--- config.mk ---
export PLATFORM = sky130hd
export DESIGN_NAME = trap_ctrl_flat
export DESIGN_NICKNAME = d
export VERILOG_FILES = /design/src/rtl/trap_ctrl_if.sv /design/src/rtl/trap_ctrl.sv /design/src/flat_wrapper.sv
export SDC_FILE = /design/constraint.sdc
export NUM_CORES = 1
export LEC_CHECK = 0
export ABC_AREA = 0
export CAP_MARGIN = 20
export CORE_MARGIN = 10
export CORE_UTILIZATION = 50
export DETAILED_ROUTE_END_ITERATION = 16
export PLACE_DENSITY = 0.8
export SETUP_SLACK_MARGIN = 0.5
export SYNTH_ARGS = -nofsm -noshare
export SYNTH_HDL_FRONTEND = slang
export SYNTH_SLANG_ARGS = --single-unit
--- constraint.sdc ---
create_clock -name clk -period 2.5 [get_ports clk]
set_clock_uncertainty 0.05 [all_clocks]
set_input_delay 0.5 -clock clk [delete_from_list [all_inputs] [get_ports clk]]
set_output_delay 0.5 -clock clk [all_outputs]
set_load 0.05 [all_outputs]
--- src/rtl/trap_ctrl_if.sv ---
// Bundles the pipeline, trap/MRET request, CSR-file and redirect signals of trap_ctrl.
// slave is the controller's view; master is the surrounding pipeline/CSR-file view.
interface trap_ctrl_if;
  logic        trap_req_i;
  logic [63:0] trap_pc_i;
  logic [63:0] trap_cause_i;
  logic [63:0] trap_tval_i;
  logic        mret_req_i;
  logic        pipe_we_i;
  logic [11:0] pipe_waddr_i;
  logic [63:0] pipe_wdata_i;
  logic [11:0] pipe_raddr_i;
  logic        csr_we_o;
  logic [11:0] csr_waddr_o;
  logic [63:0] csr_wdata_o;
  logic [11:0] csr_raddr_o;
  logic [63:0] csr_rdata_i;
  logic        busy_o;
  logic        redirect_valid_o;
  logic [63:0] redirect_pc_o;

  modport slave (
    input  trap_req_i, trap_pc_i, trap_cause_i, trap_tval_i, mret_req_i,
    input  pipe_we_i, pipe_waddr_i, pipe_wdata_i, pipe_raddr_i, csr_rdata_i,
    output csr_we_o, csr_waddr_o, csr_wdata_o, csr_raddr_o,
    output busy_o, redirect_valid_o, redirect_pc_o
  );

  modport master (
    output trap_req_i, trap_pc_i, trap_cause_i, trap_tval_i, mret_req_i,
    output pipe_we_i, pipe_waddr_i, pipe_wdata_i, pipe_raddr_i, csr_rdata_i,
    input  csr_we_o, csr_waddr_o, csr_wdata_o, csr_raddr_o,
    input  busy_o, redirect_valid_o, redirect_pc_o
  );
endinterface

--- src/rtl/trap_ctrl.sv ---
// Machine-mode trap/MRET sequencer owning the CSR read/write ports; trap redirects 7 cycles
// after accept, MRET 4; busy_o stalls the pipeline, requests while busy are ignored.
module trap_ctrl #(
  parameter logic [11:0] ADDR_MSTATUS = 12'h300,
  parameter logic [11:0] ADDR_MTVEC   = 12'h305,
  parameter logic [11:0] ADDR_MEPC    = 12'h341,
  parameter logic [11:0] ADDR_MCAUSE  = 12'h342,
  parameter logic [11:0] ADDR_MTVAL   = 12'h343
) (
  input logic        clk,
  input logic        rst,
  trap_ctrl_if.slave bus
);

  typedef enum logic [3:0] {
    IDLE, T_RSTAT, T_RVEC, T_WEPC, T_WCAUSE, T_WTVAL, T_WSTAT, T_DONE,
    M_RSTAT, M_REPC, M_WSTAT, M_DONE
  } state_t;

  state_t      state_q, state_d;
  logic [63:0] pc_q, pc_d;
  logic [63:0] cause_q, cause_d;
  logic [63:0] tval_q, tval_d;
  logic [63:0] stat_q, stat_d;
  logic [63:0] vec_q, vec_d;
  logic [63:0] epc_q, epc_d;
  logic        busy_q, busy_d;
  logic        redir_vld_q, redir_vld_d;
  logic [63:0] redir_pc_q, redir_pc_d;

  logic        csr_we;
  logic [11:0] csr_waddr;
  logic [63:0] csr_wdata;
  logic [11:0] csr_raddr;

  always_comb begin
    state_d   = state_q;
    pc_d      = pc_q;
    cause_d   = cause_q;
    tval_d    = tval_q;
    stat_d    = stat_q;
    vec_d     = vec_q;
    epc_d     = epc_q;
    csr_we    = 1'b0;
    csr_waddr = 12'h000;
    csr_wdata = 64'h0;
    csr_raddr = bus.pipe_raddr_i;

    unique case (state_q)
      IDLE: begin
        if (bus.trap_req_i) begin
          pc_d    = bus.trap_pc_i;
          cause_d = bus.trap_cause_i;
          tval_d  = bus.trap_tval_i;
          state_d = T_RSTAT;
        end else if (bus.mret_req_i) begin
          state_d = M_RSTAT;
        end else begin
          csr_we    = bus.pipe_we_i;
          csr_waddr = bus.pipe_waddr_i;
          csr_wdata = bus.pipe_wdata_i;
        end
      end
      T_RSTAT: begin
        csr_raddr = ADDR_MSTATUS;
        stat_d    = bus.csr_rdata_i;
        state_d   = T_RVEC;
      end
      T_RVEC: begin
        csr_raddr = ADDR_MTVEC;
        vec_d     = bus.csr_rdata_i;
        state_d   = T_WEPC;
      end
      T_WEPC: begin
        csr_we    = 1'b1;
        csr_waddr = ADDR_MEPC;
        csr_wdata = pc_q;
        state_d   = T_WCAUSE;
      end
      T_WCAUSE: begin
        csr_we    = 1'b1;
        csr_waddr = ADDR_MCAUSE;
        csr_wdata = cause_q;
        state_d   = T_WTVAL;
      end
      T_WTVAL: begin
        csr_we    = 1'b1;
        csr_waddr = ADDR_MTVAL;
        csr_wdata = tval_q;
        state_d   = T_WSTAT;
      end
      T_WSTAT: begin
        // Save interrupt enable into the previous-enable bit, then disable interrupts.
        csr_we       = 1'b1;
        csr_waddr    = ADDR_MSTATUS;
        csr_wdata    = stat_q;
        csr_wdata[3] = stat_q[0];
        csr_wdata[0] = 1'b0;
        state_d      = T_DONE;
      end
      T_DONE:  state_d = IDLE;
      M_RSTAT: begin
        csr_raddr = ADDR_MSTATUS;
        stat_d    = bus.csr_rdata_i;
        state_d   = M_REPC;
      end
      M_REPC: begin
        csr_raddr = ADDR_MEPC;
        epc_d     = bus.csr_rdata_i;
        state_d   = M_WSTAT;
      end
      M_WSTAT: begin
        // Restore interrupt enable from the previous-enable bit, which is then set.
        csr_we       = 1'b1;
        csr_waddr    = ADDR_MSTATUS;
        csr_wdata    = stat_q;
        csr_wdata[0] = stat_q[3];
        csr_wdata[3] = 1'b1;
        state_d      = M_DONE;
      end
      M_DONE:  state_d = IDLE;
      default: state_d = IDLE;
    endcase

    busy_d      = (state_d != IDLE);
    redir_vld_d = (state_d == T_DONE) || (state_d == M_DONE);
    redir_pc_d  = redir_pc_q;
    if (state_d == T_DONE) redir_pc_d = vec_q;
    if (state_d == M_DONE) redir_pc_d = epc_q;
  end

  always_ff @(posedge clk or negedge rst) begin
    if (!rst) begin
      state_q     <= IDLE;
      pc_q        <= 64'h0;
      cause_q     <= 64'h0;
      tval_q      <= 64'h0;
      stat_q      <= 64'h0;
      vec_q       <= 64'h0;
      epc_q       <= 64'h0;
      busy_q      <= 1'b0;
      redir_vld_q <= 1'b0;
      redir_pc_q  <= 64'h0;
    end else begin
      state_q     <= state_d;
      pc_q        <= pc_d;
      cause_q     <= cause_d;
      tval_q      <= tval_d;
      stat_q      <= stat_d;
      vec_q       <= vec_d;
      epc_q       <= epc_d;
      busy_q      <= busy_d;
      redir_vld_q <= redir_vld_d;
      redir_pc_q  <= redir_pc_d;
    end
  end

  assign bus.csr_we_o         = csr_we;
  assign bus.csr_waddr_o      = csr_waddr;
  assign bus.csr_wdata_o      = csr_wdata;
  assign bus.csr_raddr_o      = csr_raddr;
  assign bus.busy_o           = busy_q;
  assign bus.redirect_valid_o = redir_vld_q;
  assign bus.redirect_pc_o    = redir_pc_q;

endmodule

--- src/flat_wrapper.sv ---
// flat-port wrapper written by rule: the top's interface ports become plain ports
module trap_ctrl_flat 
#(
  parameter logic [11:0] ADDR_MSTATUS = 12'h300,
  parameter logic [11:0] ADDR_MTVEC   = 12'h305,
  parameter logic [11:0] ADDR_MEPC    = 12'h341,
  parameter logic [11:0] ADDR_MCAUSE  = 12'h342,
  parameter logic [11:0] ADDR_MTVAL   = 12'h343
)
  (clk, rst, bus_trap_req_i, bus_trap_pc_i, bus_trap_cause_i, bus_trap_tval_i, bus_mret_req_i, bus_pipe_we_i, bus_pipe_waddr_i, bus_pipe_wdata_i, bus_pipe_raddr_i, bus_csr_rdata_i, bus_csr_we_o, bus_csr_waddr_o, bus_csr_wdata_o, bus_csr_raddr_o, bus_busy_o, bus_redirect_valid_o, bus_redirect_pc_o);
  trap_ctrl_if bus_i ();
  input logic clk;
  input logic rst;
  input wire logic [$bits(bus_i.trap_req_i)-1:0] bus_trap_req_i;
  input wire logic [$bits(bus_i.trap_pc_i)-1:0] bus_trap_pc_i;
  input wire logic [$bits(bus_i.trap_cause_i)-1:0] bus_trap_cause_i;
  input wire logic [$bits(bus_i.trap_tval_i)-1:0] bus_trap_tval_i;
  input wire logic [$bits(bus_i.mret_req_i)-1:0] bus_mret_req_i;
  input wire logic [$bits(bus_i.pipe_we_i)-1:0] bus_pipe_we_i;
  input wire logic [$bits(bus_i.pipe_waddr_i)-1:0] bus_pipe_waddr_i;
  input wire logic [$bits(bus_i.pipe_wdata_i)-1:0] bus_pipe_wdata_i;
  input wire logic [$bits(bus_i.pipe_raddr_i)-1:0] bus_pipe_raddr_i;
  input wire logic [$bits(bus_i.csr_rdata_i)-1:0] bus_csr_rdata_i;
  output wire logic [$bits(bus_i.csr_we_o)-1:0] bus_csr_we_o;
  output wire logic [$bits(bus_i.csr_waddr_o)-1:0] bus_csr_waddr_o;
  output wire logic [$bits(bus_i.csr_wdata_o)-1:0] bus_csr_wdata_o;
  output wire logic [$bits(bus_i.csr_raddr_o)-1:0] bus_csr_raddr_o;
  output wire logic [$bits(bus_i.busy_o)-1:0] bus_busy_o;
  output wire logic [$bits(bus_i.redirect_valid_o)-1:0] bus_redirect_valid_o;
  output wire logic [$bits(bus_i.redirect_pc_o)-1:0] bus_redirect_pc_o;
  assign bus_i.trap_req_i = bus_trap_req_i;
  assign bus_i.trap_pc_i = bus_trap_pc_i;
  assign bus_i.trap_cause_i = bus_trap_cause_i;
  assign bus_i.trap_tval_i = bus_trap_tval_i;
  assign bus_i.mret_req_i = bus_mret_req_i;
  assign bus_i.pipe_we_i = bus_pipe_we_i;
  assign bus_i.pipe_waddr_i = bus_pipe_waddr_i;
  assign bus_i.pipe_wdata_i = bus_pipe_wdata_i;
  assign bus_i.pipe_raddr_i = bus_pipe_raddr_i;
  assign bus_i.csr_rdata_i = bus_csr_rdata_i;
  assign bus_csr_we_o = bus_i.csr_we_o;
  assign bus_csr_waddr_o = bus_i.csr_waddr_o;
  assign bus_csr_wdata_o = bus_i.csr_wdata_o;
  assign bus_csr_raddr_o = bus_i.csr_raddr_o;
  assign bus_busy_o = bus_i.busy_o;
  assign bus_redirect_valid_o = bus_i.redirect_valid_o;
  assign bus_redirect_pc_o = bus_i.redirect_pc_o;
  trap_ctrl #(.ADDR_MSTATUS(ADDR_MSTATUS), .ADDR_MTVEC(ADDR_MTVEC), .ADDR_MEPC(ADDR_MEPC), .ADDR_MCAUSE(ADDR_MCAUSE), .ADDR_MTVAL(ADDR_MTVAL)) u_core (.clk(clk), .rst(rst), .bus(bus_i));
endmodule
==> metrics <==
outcome=finished, violations left; failing checks=setup timing; Crit path required time=1950 ps; Clock Path Buffers=3; share of synthesized registers carrying an async set or reset=100%; Setup CP Type=flop to output port; Sw Share=40.8%; final worst setup slack=-634 ps; IO Port Bufs=503; clock slew at reported path FFs=~60 ps; Hold WS=365 ps; DP Area=around 0.029 mm²; fin cells=2881; Post-synth EDFFs=0; htree depth=2; Final Hold Vio Count=0; Die Y=226 µm; worst path arrival time=2580 ps; Logic pwr share=56.8%; period utilisation layout=125%; commonest non-fill, non-tap cells in the layout=dfrtp_1, clkdlybuf4s50_1, mux2_2, mux2_1, and3b_1; wire per inst=~29 µm; slew margin rel.=50.8%; root buffer cell=clkbuf_16; Detailed Routing Iterations Pass 1=5; crit path max fanout=13; sequential share of power=27.7%; CP max stage cell=dfrtp_4; # fillers=2390; I/O pins=504; Switch Pwr=a little over 0.02 W; die area=0.0511 mm²; Core Util, Final=78.1%; worst skew pair latency=610 ps; Hold Path Class=input port to async pin; synthesized area=0.0212 mm²; Post-Place Cells=2705; Final HPWL DP=55800 µm; chip width=about 230 µm; clock share of power=15.5%; via count=17813; Initial Util=50.6%; Netlist cell types=41; number of global-route vias before repair=between 15000 and 20000; min Tclk post-route=3130 ps; initial antenna violation count=23; cts bufs inserted=48; layout cells sized above 1=35.1%; fin nets=2637; Tot GR Track Use=30.1%; CP top delay family=buffers and inverters; RSZ-0062 raised after global routing=yes; Layout area overhead=54.1%; total congestion overflow=0; number of remaining DRC errors=0; Fmax achieved=~0.32 GHz; Yosys Warn Count=0; cell count after synthesis=~1700; Most used DFF post-synth=dfrtp_1; area share of the largest cell type after synthesis=53.5%; worst-path cell chain=buf_12 > buf_4 > mux2_2 > a22oi_1 > buf_4 > o211ai_1 > buf_12; Final Wtd Congestion=0.917; Crit path buffers/inverters=4; worst IR drop on VDD=0.963 mV; Syn Nets=2043; Final ANT Viol Nets=0; Via density=6.18; Max Slew Vio Count=0; largest net degree at the start of global routing=67; worst slew pin tran=738 ps; Int Power=0.0294 W; commonest non-fill, non-tap cell in the layout=dfrtp_1; Max-Cap Viols=0; Seq cells post-synth=454; Std-Cell Rows=75; register area share after synthesis=53.5%; setup TNS=-46540 ps; Worst setup SP type=flop; first-pass GRT wire length=116000 µm; Synth area leaders=dfrtp_1, mux2_2, mux2_1; setup violators final=89; CTS sink cnt=454; Worst Setup End Kind=output port; Total Wirelength=~85000 µm; TritonCTS clock tree=done; pwr dens=1520 mW/mm²; Crit path largest cell delay=around 540 ps; final instance area=approximately 0.033 mm²; Yosys top cell by area=dfrtp_1; Mapped Avg Cell Area=12.5 µm²; Leak=14.0 nW; core area=0.0419 mm²; Iter 0 DRT Violations=1845
## final cells by class
cell class	instances	area, µm²	share of cell area (%)
repair buffers	693	8790	26.8
clock buffers	65	1370	4.17
multi-input cells	1023	9900	30.2
inverters	68	255	0.780
diodes	18	45.0	0.138
well taps	539	674	2.06
flip-flops and latches	454	11400	34.7
clock inverters	21	347	1.06
## power by group through the flow
| stage | registers [W] | logic [W] | clock network (W) |
|---|---|---|---|
| finish | 0.0138 | 0.0282 | 0.00773 |
| global route | 0.0140 | 0.0293 | 0.00808 |
| detailed placement | 0.0135 | 0.0246 | 0 |
| floorplan | 0.0141 | 0.0133 | 0 |
| global placement | 0.0132 | 0.0241 | 0 |
| CTS | 0.0134 | 0.0262 | 0.00773 |
## per-layer routing
layer  GRT usage [%]  vias up  part of all wire, %
li1                -     7410                    -
met1            40.1     9272                   40
met2            47.4      925                   48
met3            6.73      198                  8.3
met4            11.0        8                  3.9
met5               0        -                0.056
## worst register-to-register path, stage by stage, from the launching register on
cell and delay, ps:
dfrtp_4 540, buf_8 170, buf_6 100, buf_6 110, buf_6 100, nand2b_4 70, nor3_4 220, buf_6 160
buf_12 150, buf_4 150, clkbuf_16 150, mux2_4 300
## synth_stat cells (4+ instances only)
cell type	count
nand3_1	63
buf_2	53
nand2b_1	4
buf_1	10
nor2_1	5
nor2b_1	14
o21ai_0	127
clkbuf_1	86
inv_1	68
nor3_1	4
a22oi_1	124
and3b_1	125
dfrtp_1	454
mux2_1	180
mux2_2	266
and3_1	8
a211o_1	4
o211ai_1	62
## worst paths after layout
kind / startpoint / end / slack, ps / depth (start not counted)
setup / recovery: u_core.state_q[1]$_DFF_PN0_ / bus_csr_wdata_o[29] / -630 / 7
hold / removal: rst / u_core.bus.redirect_pc_o[55]$_DFFE_PN0P_ / 360 / 2
setup reg to reg: u_core.state_q[1]$_DFF_PN0_ / u_core.vec_q[18]$_DFFE_PN0P_ / 120 / 11
hold reg to reg: u_core.pc_q[17]$_DFFE_PN0P_ / u_core.pc_q[17]$_DFFE_PN0P_ / 440 / 1
max in group asynchronous: rst / u_core.tval_q[38]$_DFFE_PN0P_ / 1210 / 3
min in group clk: bus_trap_cause_i[16] / u_core.cause_q[16]$_DFFE_PN0P_ / 420 / 2
## through the flow
step	worst slack, ps	power [W]
after detailed placement	-61.7	0.0380
after global placement	-49.9	0.0373
final	-634	0.0497
after CTS	-589	0.0473
after global routing	-727	0.0514
after floorplan	89.6	0.0273
## flip-flops by register name, summed over array words and instances, names as in the netlist
name / flops
u_core.bus.busy_o: 1
u_core.tval_q: 64
u_core.state_q: 4
u_core.vec_q: 64
u_core.cause_q: 64
u_core.pc_q: 64
u_core.bus.redirect_pc_o: 64
u_core.bus.redirect_valid_o: 1
u_core.epc_q: 64
u_core.stat_q: 64
## what timing repair did
action / in CTS / in global routing
buffers inserted: 16 / 31
gates resized for setup: 283 / 205
gates cloned: 6 / 18
setup endpoints to repair: 590 / 540
hold buffers: 1 / 0
hold endpoints to repair: 41 / 0
pin swaps: 20 / 48
## logic make-up (layout without fill, tap and decap cells)
kind of cell | after synthesis | in the layout | synth area share (%)
flip-flops | 454 | 454 | 53.5
buffers and inverters | 217 | 847 | 4.15
multiplexers | 449 | 449 | 23.8
AO/OA/AOI/OAI | 339 | 339 | 10.5
AND/OR/NAND/NOR | 235 | 235 | 8.06
other | 0 | 18 | 0
Note: power is estimated with default switching activity, not from simulation.
